[src/rtl/display_pkg.sv]
// Shared constants and state encoding for the text console and its display buffer.
package display_pkg;

    localparam int COLS_DEFAULT = 80;
    localparam int ROWS_DEFAULT = 30;

    localparam logic [7:0] CHAR_SPACE = 8'h20;
    localparam logic [7:0] CHAR_LF    = 8'h0A;
    localparam logic [7:0] CHAR_CR    = 8'h0D;
    localparam logic [7:0] CHAR_BS    = 8'h08;
    localparam logic [7:0] CHAR_FF    = 8'h0C;

    typedef enum logic [1:0] {
        CLEAR_ALL  = 2'd0,
        CLEAR_LINE = 2'd1,
        IDLE       = 2'd2
    } state_e;

    function automatic logic is_printable(input logic [7:0] c);
        return (c >= 8'h20) && (c <= 8'h7E);
    endfunction

endpackage

[src/rtl/text_console.sv]
// Character terminal front end: interprets a byte stream and issues text-buffer
// writes, clearing a full screen or a single line one cell per cycle.
module text_console
    import display_pkg::*;
#(
    parameter int COLS = COLS_DEFAULT,
    parameter int ROWS = ROWS_DEFAULT
) (
    input  logic        clk,
    input  logic        reset,
    input  logic        char_valid,
    input  logic [7:0]  char_in,
    output logic        char_ready,
    output logic        buffer_write_enable,
    output logic [11:0] position,
    output logic [6:0]  char_code,
    output logic [4:0]  cursor_row,
    output logic [6:0]  cursor_col,
    output logic        busy
);

    localparam logic [11:0] COLS_W    = 12'(COLS);
    localparam logic [11:0] LAST_BASE = 12'((ROWS - 1) * COLS);
    localparam logic [11:0] LAST_CELL = 12'(COLS * ROWS - 1);
    localparam logic [6:0]  LAST_COL  = 7'(COLS - 1);
    localparam logic [4:0]  LAST_ROW  = 5'(ROWS - 1);
    localparam logic [6:0]  SPACE7    = CHAR_SPACE[6:0];

    state_e      state_q, state_d;
    logic [4:0]  row_q, row_d;
    logic [6:0]  col_q, col_d;
    logic [11:0] base_q, base_d;
    logic [11:0] clr_q, clr_d;
    logic        we_q, we_d;
    logic [11:0] pos_q, pos_d;
    logic [6:0]  code_q, code_d;

    logic [4:0]  next_row;
    logic [11:0] next_base;
    logic [11:0] cur_cell;

    // Row base advances by COLS instead of multiplying row by COLS.
    assign next_row  = (row_q == LAST_ROW) ? 5'd0 : row_q + 5'd1;
    assign next_base = (base_q == LAST_BASE) ? 12'd0 : base_q + COLS_W;
    assign cur_cell  = base_q + {5'd0, col_q};

    always_comb begin
        state_d = state_q;
        row_d   = row_q;
        col_d   = col_q;
        base_d  = base_q;
        clr_d   = clr_q;
        we_d    = 1'b0;
        pos_d   = pos_q;
        code_d  = code_q;
        case (state_q)
            CLEAR_ALL: begin
                we_d   = 1'b1;
                pos_d  = clr_q;
                code_d = SPACE7;
                if (clr_q == LAST_CELL) begin
                    clr_d   = 12'd0;
                    state_d = IDLE;
                end else begin
                    clr_d = clr_q + 12'd1;
                end
            end
            CLEAR_LINE: begin
                we_d   = 1'b1;
                pos_d  = clr_q;
                code_d = SPACE7;
                if (clr_q == base_q + COLS_W - 12'd1) begin
                    state_d = IDLE;
                end else begin
                    clr_d = clr_q + 12'd1;
                end
            end
            IDLE: begin
                if (char_valid) begin
                    if (is_printable(char_in)) begin
                        we_d   = 1'b1;
                        pos_d  = cur_cell;
                        code_d = char_in[6:0];
                        if (col_q == LAST_COL) begin
                            col_d   = 7'd0;
                            row_d   = next_row;
                            base_d  = next_base;
                            clr_d   = next_base;
                            state_d = CLEAR_LINE;
                        end else begin
                            col_d = col_q + 7'd1;
                        end
                    end else begin
                        case (char_in)
                            CHAR_LF: begin
                                col_d   = 7'd0;
                                row_d   = next_row;
                                base_d  = next_base;
                                clr_d   = next_base;
                                state_d = CLEAR_LINE;
                            end
                            CHAR_CR: col_d = 7'd0;
                            CHAR_BS: begin
                                if (col_q != 7'd0) begin
                                    col_d  = col_q - 7'd1;
                                    we_d   = 1'b1;
                                    pos_d  = cur_cell - 12'd1;
                                    code_d = SPACE7;
                                end
                            end
                            CHAR_FF: begin
                                row_d   = 5'd0;
                                col_d   = 7'd0;
                                base_d  = 12'd0;
                                clr_d   = 12'd0;
                                state_d = CLEAR_ALL;
                            end
                            default: ;
                        endcase
                    end
                end
            end
            default: state_d = CLEAR_ALL;
        endcase
    end

    always_ff @(posedge clk) begin
        if (reset) begin
            state_q <= CLEAR_ALL;
            row_q   <= 5'd0;
            col_q   <= 7'd0;
            base_q  <= 12'd0;
            clr_q   <= 12'd0;
            we_q    <= 1'b0;
            pos_q   <= 12'd0;
            code_q  <= 7'd0;
        end else begin
            state_q <= state_d;
            row_q   <= row_d;
            col_q   <= col_d;
            base_q  <= base_d;
            clr_q   <= clr_d;
            we_q    <= we_d;
            pos_q   <= pos_d;
            code_q  <= code_d;
        end
    end

    assign char_ready          = (state_q == IDLE);
    assign busy                = (state_q != IDLE);
    assign buffer_write_enable = we_q;
    assign position            = pos_q;
    assign char_code           = code_q;
    assign cursor_row          = row_q;
    assign cursor_col          = col_q;

endmodule

[config.mk]
export PLATFORM = sky130hd
export DESIGN_NAME = text_console
export DESIGN_NICKNAME = d
export VERILOG_FILES = /design/src/rtl/display_pkg.sv /design/src/rtl/text_console.sv
export SDC_FILE = /design/constraint.sdc
export NUM_CORES = 1
export LEC_CHECK = 0
export BUFFER_PORTS_ARGS = -buffer_cell sky130_fd_sc_hd__buf_2
export CAP_MARGIN = 20
export CORE_ASPECT_RATIO = 1.5
export CORE_MARGIN = 3
export CORE_UTILIZATION = 45
export CTS_CLUSTER_SIZE = 14
export DETAILED_ROUTE_END_ITERATION = 10
export PLACE_DENSITY = 0.73
export SYNTH_ARGS = -nofsm -noshare
export SYNTH_HDL_FRONTEND = slang
export SYNTH_SLANG_ARGS = --single-unit
[constraint.sdc]
create_clock -name clk -period 3.9 [get_ports clk]
set_input_delay 0.78 -clock clk [delete_from_list [all_inputs] [get_ports clk]]
set_output_delay 0.78 -clock clk [all_outputs]
set_load 0.01 [all_outputs]
==> impl_metrics.tcl <==
set metrics [dict create \
    status "completed" \
    clkTransAtPathRegs_ns 0.05 \
    antenna_found_initial 0 \
    slowest_stage "a2111oi_0" \
    hpwlAfterDp_um 10400 \
    cpPeakStageDelay_ns 0.56 \
    yosysSeqAreaShare 0.253 \
    dr.first_iter.drc_count 350 \
    grt.met3_usage 0.0499 \
    finalMaxSlewViolations 0 \
    globalplace.congestion 0.979 \
    grt_max_degree 54 \
    fin_nets 655 \
    critPathTopFamily "compound AO/OA/AOI/OAI gates" \
    cts_buffers 9 \
    core_mm2 0.00980 \
    async_flop_share 0 \
    syn-cell-area_mm2 0.00459 \
    antennaDiodeCount 0 \
    switching_power_uw 820 \
    boundaryPins 45 \
    max_freq_mhz 289 \
    endpoint_kind "register" \
    portBuffers 44 \
    ctsResizeCount 0 \
    grt_pass1_wl_um 22800 \
    netlist.area_leader.share 0.253 \
    switching_share 0.358 \
    pwr-share-comb 0.307 \
    reg2reg_to "clr_q[11]" \
    r2r-start "base_q[5]" \
    grt_setup_unrepaired "false" \
    r2r_setup_slack_ns 0.44 \
    rr_worst_depth 9 \
    yosys.area.top_type "dfxtp_1" \
    grt_pass1_vias 4544 \
    internal-power_uw 1470 \
    cts.path.max_buffers 2 \
    syn_avg_cell_area_um2 7.76 \
    tightest_slew_ns 0.783 \
    holdPathEnd "char_code[4]" \
    synth_edf_count 0 \
    postSynthCellCount 592 \
    cp.buffers_inverters 0 \
    ir_worst_vdd_mv 0.256 \
    clock_latency_ns 0.33 \
    crit_type "register to register" \
    p_clk_frac 0.342 \
    wire_per_inst_um 18.9 \
    synthTopCellsByArea "dfxtp_1 (25%), xnor2_1 (6.1%), ha_1 (6.0%), a21oi_1 (5.9%), nor2_1 (4.5%)" \
    fp.dieW_um 88.5 \
    setup_viol 0 \
    power_density_mw_per_mm2 444 \
    hold_ws_ns 0.450 \
    finalHoldViolCount 0 \
    hold_start "char_code[4]" \
    dr.pass1.iters 5 \
    rows 44 \
    period_minus_slack_ns 3.46 \
    grt.busiest_layer "met2" \
    crit_required_ns 4.16 \
    gr-total-overflow 0 \
    fin_skew_ns 0.00352 \
    synth-seq-cells 58 \
    maxSlewHeadroom 0.478 \
    place_area_mm2 0.00486 \
    cts_tree "done" \
    design_area_mm2 0.00516 \
    worstHoldPathCells 2 \
    critPathLaunchType "register" \
    synth-main-ff-cell "dfxtp_1" \
    vias 4781 \
    worst_hold_path_type "register to register" \
    grt_use_met2 0.438 \
    vias_per_cell 6.45 \
    p_leak_uw 0.00204 \
    cts.sinks 58 \
    ys_types 76 \
    grt_use_met1 0.274 \
    synth_warnings 0 \
    syn_nets 626 \
    cts_setup_buffers 0 \
    finalWirelength_um 14000 \
    drive_gt1_frac 0.142 \
    syn_to_final_growth_pct 12.3 \
    cp_max_fo 19 \
    ctsRootBufferMaster "clkbuf_16" \
    period_share 0.888 \
    gr-usage-all-layers 0.254 \
    initial_core_util 0.469 \
    critical_path_arrival_ns 3.72 \
    ant_nets 0 \
    seqPwrFrac 0.352 \
    crit_chain "ha_1, xor2_1, nand4_4, a2111oi_0, a41oi_1, a31oi_2, o2111ai_4, nand2_1, mux2i_1" \
    hold_buffers 0 \
    maxCapViolations 0 \
    dieHeight_um 130 \
    die-area_mm2 0.0115 \
    h-tree-depth 3 \
    setup_tns_ns 0 \
    drc 0 \
]
==> power groups by stage <==
| stage | sequential, uW | clock, uW | combinational (uW) |
|---|---|---|---|
| after floorplan | 768 | 0 | 539 |
| after global placement | 812 | 0 | 677 |
| after detailed placement | 815 | 0 | 691 |
| after CTS | 802 | 796 | 696 |
| after global routing | 816 | 823 | 771 |
| final | 805 | 782 | 702 |
==> final cells by class <==
cell class                 instances  area (um2)
clock buffer                       9         225
clock inverter                     7        70.1
fill                             940        4640
inverter                          24        90.1
multi-input combinational        471        3150
sequential                        58        1160
tap                              115         144
timing repair buffer              57         318
==> how the worst max path moves through the flow <==
stage / start / end / slack, ns / cells past startpoint
3_5_place_dp: char_in[6] / position[3] / 0.56 / 9
6_report: base_q[5] / clr_q[11] / 0.44 / 9
2_1_floorplan: cursor_col[0] / position[7] / 0.92 / 11
5_1_grt: base_q[5] / clr_q[11] / 0.18 / 9
3_3_place_gp: base_q[5] / clr_q[11] / 0.64 / 9
4_1_cts: base_q[5] / clr_q[11] / 0.48 / 9
==> logic make-up (layout without fill, tap and decap cells) <==
family,count (synthesis),after routing,synth area share
mux,1,1,0.00218
simple gates,215,215,0.243
fa+ha+maj,23,23,0.0643
flops,58,58,0.253
compound gates,188,188,0.290
buf+inv,63,97,0.0610
xor+xnor,44,44,0.0869
==> sequential cells by signal (all words and copies together) (netlist names) <==
register / cells
cursor_row: 5
cursor_col: 7
char_code: 7
base_q: 12
position: 12
state_q: 2
buffer_write_enable: 1
clr_q: 12
==> cell usage after synthesis, types with 9 or more instances <==
library cell,n
a211oi_1,11
clkbuf_1,20
xnor2_1,32
ha_1,22
a21oi_1,54
o21ai_0,24
a22oi_1,9
xor2_1,11
nand2_1,41
nand3_1,29
and3_1,9
nor2_1,55
o211ai_1,10
inv_1,24
dfxtp_1,58
buf_2,11
nor3_1,23
==> per-stage QoR <==
stage | utilization | instances | power [uW] | worst slack, ns
6_report | 0.526 | 741 | 2290 | 0.437
5_1_grt | 0.526 | 741 | 2410 | 0.184
3_5_place_dp | 0.496 | 725 | 1510 | 0.561
3_3_place_gp | 0.496 | 725 | 1490 | 0.643
4_1_cts | 0.526 | 741 | 2290 | 0.482
2_1_floorplan | - | 592 | 1310 | 0.924
==> routing by layer <==
layer  routed length (um)  up-vias
met3                  731       67
met2                 7080      218
met1                 5190     2243
li1                     -     2253
met4                  974        0
met5                    0        -
==> worst reg2reg max path: stages (launching register included) <==
cell,delay [ns]
dfxtp_1,0.52
ha_1,0.43
xor2_1,0.40
nand4_4,0.23
a2111oi_0,0.56
a41oi_1,0.12
a31oi_2,0.25
o2111ai_4,0.33
nand2_1,0.35
mux2i_1,0.20
==> layout by cell type (no fill, tap or decap), drive strengths merged, types with 3 or more instances in the layout <==
cell type and instances:
and4 4, o21a 6, a211o 7, ha 22
o31ai 9, buf 57, nor3 23, nand2 41
and3 9, nor4 7, or3 10, o21ai 27
nand2b 4, clkbuf 9, clkinv 5, nand3 29
a31oi 3, a211oi 12, a22oi 9, xnor2 32
nor2 55, o211ai 10, inv 24, a311oi 10
a311o 4, a21oi 56, xor2 11, o22ai 6
nor3b 3, a21o 5, and2 8, dfxtp 58
o2111ai 4, nand4 8
No activity file was read; power rests on OpenSTA's default activity.
